<file path="src/rtl/truth_table_sweeper.sv">
// truth_table_sweeper
//
// Clocked stimulus/capture stage for a 4-input combinational function block.
// On an accepted start it drives {a,b,c,d} through vectors 0..15 in ascending
// order. Each vector is held for DWELL cycles. The block's f output is sampled
// on the last cycle of each dwell window and stored into bit i of a 16-bit
// truth-table word. A one-cycle done pulse ends the sweep.
//
// Optional feature macro: SWEEP_COMPARE_EN
//   When defined, each sample is compared against EXPECTED[idx]. Mismatches are
//   counted in o_err_cnt, and o_pass reports a clean sweep.
//
// Parameters:
//   DWELL    - cycles each vector is held (1..255)
//   EXPECTED - reference truth table (used only with SWEEP_COMPARE_EN)
//
// Ports:
//   i_clk      - clock, rising edge
//   i_rst_n    - synchronous active-low reset
//   i_start    - begin a sweep (sampled only while idle)
//   i_f        - output of the downstream function block
//   o_a..o_d   - vector bits 3..0 (0 when not sweeping)
//   o_busy     - sweep in progress
//   o_done     - one-cycle pulse after the sweep ends
//   o_tt       - captured truth table, held until the next accepted start
//   o_err_cnt  - mismatch count vs EXPECTED (SWEEP_COMPARE_EN only)
//   o_pass     - 1 when the last sweep had no mismatches (SWEEP_COMPARE_EN only)

module truth_table_sweeper #(
  parameter int unsigned DWELL    = 4,
  parameter logic [15:0] EXPECTED = 16'h0000
) (
  input  logic        i_clk,
  input  logic        i_rst_n,
  input  logic        i_start,
  input  logic        i_f,
  output logic        o_a,
  output logic        o_b,
  output logic        o_c,
  output logic        o_d,
  output logic        o_busy,
  output logic        o_done,
`ifdef SWEEP_COMPARE_EN
  output logic [15:0] o_tt,
  output logic [4:0]  o_err_cnt,
  output logic        o_pass
`else
  output logic [15:0] o_tt
`endif
);

  localparam logic [7:0] DwellLast = 8'(DWELL - 1);

  typedef enum logic [1:0] {StIdle, StDrive, StDone} state_e;

  state_e      r_state;
  logic [3:0]  r_idx;
  logic [7:0]  r_dcnt;
  logic [3:0]  r_vec;
  logic        r_busy;
  logic        r_done;
  logic [15:0] r_tt;

  // Last cycle of the current dwell window: f is captured here.
  logic w_sample;
  logic w_last_vec;
  assign w_sample   = (r_state == StDrive) && (r_dcnt == DwellLast);
  assign w_last_vec = (r_idx == 4'hF);

`ifdef SWEEP_COMPARE_EN
  logic [4:0] r_err_cnt;
  logic       r_pass;
  logic       w_mismatch;
  assign w_mismatch = (i_f != EXPECTED[r_idx]);
`endif

  always_ff @(posedge i_clk) begin
    if (!i_rst_n) begin
      r_state   <= StIdle;
      r_idx     <= 4'd0;
      r_dcnt    <= 8'd0;
      r_vec     <= 4'd0;
      r_busy    <= 1'b0;
      r_done    <= 1'b0;
      r_tt      <= 16'h0000;
`ifdef SWEEP_COMPARE_EN
      r_err_cnt <= 5'd0;
      r_pass    <= 1'b0;
`endif
    end else begin
      r_done <= 1'b0;
      unique case (r_state)
        StIdle: begin
          if (i_start) begin
            r_state   <= StDrive;
            r_idx     <= 4'd0;
            r_dcnt    <= 8'd0;
            r_vec     <= 4'd0;
            r_busy    <= 1'b1;
            r_tt      <= 16'h0000;
`ifdef SWEEP_COMPARE_EN
            r_err_cnt <= 5'd0;
            r_pass    <= 1'b0;
`endif
          end
        end
        StDrive: begin
          if (w_sample) begin
            r_tt[r_idx] <= i_f;
`ifdef SWEEP_COMPARE_EN
            if (w_mismatch) r_err_cnt <= r_err_cnt + 5'd1;
`endif
            if (w_last_vec) begin
              // idx never wraps: the sweep terminates on the final vector.
              r_state <= StDone;
              r_busy  <= 1'b0;
              r_done  <= 1'b1;
              r_vec   <= 4'd0;
`ifdef SWEEP_COMPARE_EN
              // Include the final sample, whose count update lands this edge.
              r_pass  <= (r_err_cnt == 5'd0) && !w_mismatch;
`endif
            end else begin
              r_idx  <= r_idx + 4'd1;
              r_vec  <= r_idx + 4'd1;
              r_dcnt <= 8'd0;
            end
          end else begin
            r_dcnt <= r_dcnt + 8'd1;
          end
        end
        StDone: begin
          r_state <= StIdle;
        end
        default: begin
          r_state <= StIdle;
        end
      endcase
    end
  end

  assign o_a    = r_vec[3];
  assign o_b    = r_vec[2];
  assign o_c    = r_vec[1];
  assign o_d    = r_vec[0];
  assign o_busy = r_busy;
  assign o_done = r_done;
  assign o_tt   = r_tt;
`ifdef SWEEP_COMPARE_EN
  assign o_err_cnt = r_err_cnt;
  assign o_pass    = r_pass;
`endif

endmodule

</file>
<file path="config.mk">
export PLATFORM = sky130hd
export DESIGN_NAME = truth_table_sweeper
export DESIGN_NICKNAME = d
export VERILOG_FILES = /design/src/rtl/truth_table_sweeper.sv
export SDC_FILE = /design/constraint.sdc
export NUM_CORES = 1
export LEC_CHECK = 0
export CAP_MARGIN = 20
export CORE_UTILIZATION = 52
export DETAILED_ROUTE_END_ITERATION = 7
export DONT_BUFFER_PORTS = 1
export HOLD_SLACK_MARGIN = 0.03
export PLACE_DENSITY_LB_ADDON = 0.05
export SLEW_MARGIN = 20
export SYNTH_ARGS = -nofsm -noshare
export SYNTH_HDL_FRONTEND = slang
export SYNTH_SLANG_ARGS = --single-unit
</file>
<file path="constraint.sdc">
create_clock -name i_clk -period 2.1 [get_ports i_clk]
set_clock_uncertainty 0.05 [all_clocks]
set_input_delay 0.315 -clock i_clk [delete_from_list [all_inputs] [get_ports i_clk]]
set_output_delay 0.315 -clock i_clk [all_outputs]
set_load 0.02 [all_outputs]
</file>
==> flow_summary.toml <==
[grt]
grt.overflow.total = 0
grt_pass1_wl_um = 6660
grt_use_total_pct = 24.3
first_global_vias = 1456
grt_max_degree = 32
grt_antenna_before_repair = 0

[timing]
slew_headroom_pct = 61.8
setup_viol = 0
tns_ps = 0
hold_violations = 0
layout_setup_ws_ps = 139
worst_slew_pin_slew_ps = 572
min_period_ps = 1960
grt_setup_unrepaired = "no"
slew_viol_final = 0
clock.fmax_mhz = 510
final.period_utilization_pct = 93.4

[clock_network]
cts_tree = "done"
ctsLongestPathBuffers = 2
cts_hold_buf = 0
clk_latency_ps = 350
cts-root-buf = "clkbuf_4"
htree_levels = 2
cts_num_sinks = 36
clk_pin_slew_ps = 100
numCtsBuffers = 5

[yosys]
muxShareOfSynthArea_pct = 2.14
syn-cell-area_um2 = 1870
synth_compound_area_share_pct = 23.9
synth-simple-area-share_pct = 26.3
synthDistinctLibCells = 51
ys_warn_count = 0
synth_top_area_share_pct = 38.6
ys_top_cells_by_area = "dfxtp_1 39%, a32o_1 4.3%, a21oi_1 3.5%"
synth_fa_ha_area_share_pct = 3.35
synth_seq_cells = 36
synth_top_flop_cell = "dfxtp_1"
synth_edf_count = 0
synth_xor_area_share_pct = 1.88
synthesis.nets = 209
yosysMostFrequentCell = "dfxtp_1"
yosys.area.top_type = "dfxtp_1"
avgSynthCellArea_um2 = 9.34
synth_top_family_by_area = "simple AND/OR/NAND/NOR gates"
seq_area_frac_synth_pct = 38.6
synth_cells = 200
async_flop_share_pct = 0
synthTopCellsByCount = "36 x dfxtp_1, 15 x nand2_1, 13 x a21oi_1, 12 x nand3_1, 10 x clkbuf_1"

[drt]
drt_pre_antenna_iters = 4
route.detailed.drc = 0
via_per_inst = 6.33
dr_total_vias = 1601
wl_per_cell_um = 17.1
drt_iter0_markers = 108
ant_nets = 0
routed_wl_um = 4340

[critical_path]
slowest_delay_ps = 580
cpLargestDelayFamily = "simple AND/OR/NAND/NOR gates"
slowest_stage = "or4_4"
r2r_start = "r_dcnt[4]"
critPathLaunchType = "flop"
crit_required_ps = 2350
critPathArrivalTime_ps = 2210
critPathKind = "flop to flop"
end_kind = "flop"
rr_endpoint = "o_tt[5]"
cp_max_fo = 7
rr_worst_depth = 4
crit_chain = "or4_4 > or3_4 > nor3b_4 > a32o_1"
critPathBufInv = 0
reg2reg_slack_ps = 140

[hold_path]
hold_end = "r_state[0]"
whs_path_depth = 1
hold_path_class = "input pin to flop"
hold_start = "i_rst_n"

[die]
die-area_um2 = 3840
die_w_um = 61.9
die_h_um = 61.9
start_util_pct = 55.1
io_pins = 26
rows = 21
core_region_area_um2 = 3390

[pwr]
power.density_nw_per_um2 = 569
p_leak_nw = 0.795
ir_drop_v = 0.000322

[placed_design]
port-buffer-count = 0
dpl.hpwl_um = 3090
gp_congestion = 0.866
post-place-ws_ps = 36.1
placed_cells = 246

[flow_run]
maxCapViolations = 0

[outcome]
status = "complete, no violations"

[final_layout]
finalNetCount = 216
stdcell_count = 253
syn_to_final_growth_pct = 8.37
drive_above_1_share_pct = 19.3
num_antenna_cells = 0
nFillCells = 314
[how the worst max path moves through the flow]
stage	startpoint	end	slack (ps)	cells past startpoint
2_1_floorplan	r_dcnt[0]	o_tt[11]	100	5
3_3_place_gp	r_dcnt[1]	o_tt[10]	110	5
3_5_place_dp	r_dcnt[1]	o_tt[11]	40	5
4_1_cts	r_dcnt[1]	o_tt[11]	20	5
5_1_grt	r_dcnt[4]	o_tt[5]	50	4
6_report	r_dcnt[4]	o_tt[5]	140	4
[flip-flops by register name, summed over array words and instances (netlist names)]
name and cells:
o_done 1, o_tt 16, o_busy 1, r_dcnt 8
r_state 2, r_idx 4, r_vec 4
[where the power goes]
| group | switching, mW | internal, mW |
|---|---|---|
| logic | 0.0652 | 0.0416 |
| clock network | 0.223 | 0.123 |
| registers | 0.00979 | 0.690 |
[metrics by stage]
step	hold slack, ps	area [µm²]	utilization [%]	total power [mW]
detailed placement	396	1960	57.9	0.818
finish	42.7	2020	59.7	1.15
CTS	35.3	2010	59.3	1.16
global route	51.5	2020	59.7	1.20
floorplan	417	1870	-	0.793
global placement	392	1960	57.9	0.815
[per-layer routing]
metal / vias up / share of wire, % / track usage (%)
li1: 787 / - / -
met1: 756 / 45 / 29.5
met2: 45 / 46 / 39.8
met3: 13 / 6.3 / 6.00
met4: 0 / 2.1 / 13.0
met5: - / 0 / 0
[worst reg2reg max path: stages (launching register included)]
cell and delay (ps):
dfxtp_1 410, or4_4 590, or3_4 460, nor3b_4 260, a32o_1 160
[area by class of cell]
type | count | area (µm²) | share of cell area, %
clock buffer | 6 | 41.3 | 2.04
clock inverter | 1 | 5.00 | 0.247
inverter | 3 | 11.3 | 0.556
multi-input combinational | 148 | 1090 | 53.8
sequential | 36 | 722 | 35.7
tap | 46 | 57.6 | 2.84
timing repair buffer | 13 | 97.6 | 4.82
[timing repair]
item	4_1_cts	5_1_grt
buffers inserted	0	0
setup endpoints to repair	0	15
gates resized for setup	0	4
[cell usage in the layout, fill, tap and decap left out, drive strengths merged, types with 4 or more instances in the layout]
| cell type | netlist | final |
|---|---|---|
| a21boi | 5 | 5 |
| a21oi | 13 | 13 |
| a32o | 12 | 12 |
| and3 | 7 | 7 |
| buf | 3 | 13 |
| clkbuf | 10 | 6 |
| dfxtp | 36 | 36 |
| ha | 5 | 5 |
| mux2i | 4 | 4 |
| nand2 | 16 | 16 |
| nand3 | 12 | 12 |
| nand3b | 6 | 6 |
| nand4 | 5 | 5 |
| nor3 | 8 | 8 |
| o21ai | 6 | 6 |
| o31ai | 4 | 4 |
| or3 | 7 | 7 |
[kinds of logic (layout without fill, tap and decap cells)]
| kind of cell | after synthesis | count (layout) |
|---|---|---|
| simple gates | 77 | 77 |
| compound gates | 58 | 58 |
| flops | 36 | 36 |
| buf+inv | 16 | 23 |
| fa+ha+maj | 5 | 5 |
| xor+xnor | 4 | 4 |
| mux | 4 | 4 |
Power figures use the tool's default switching activity.
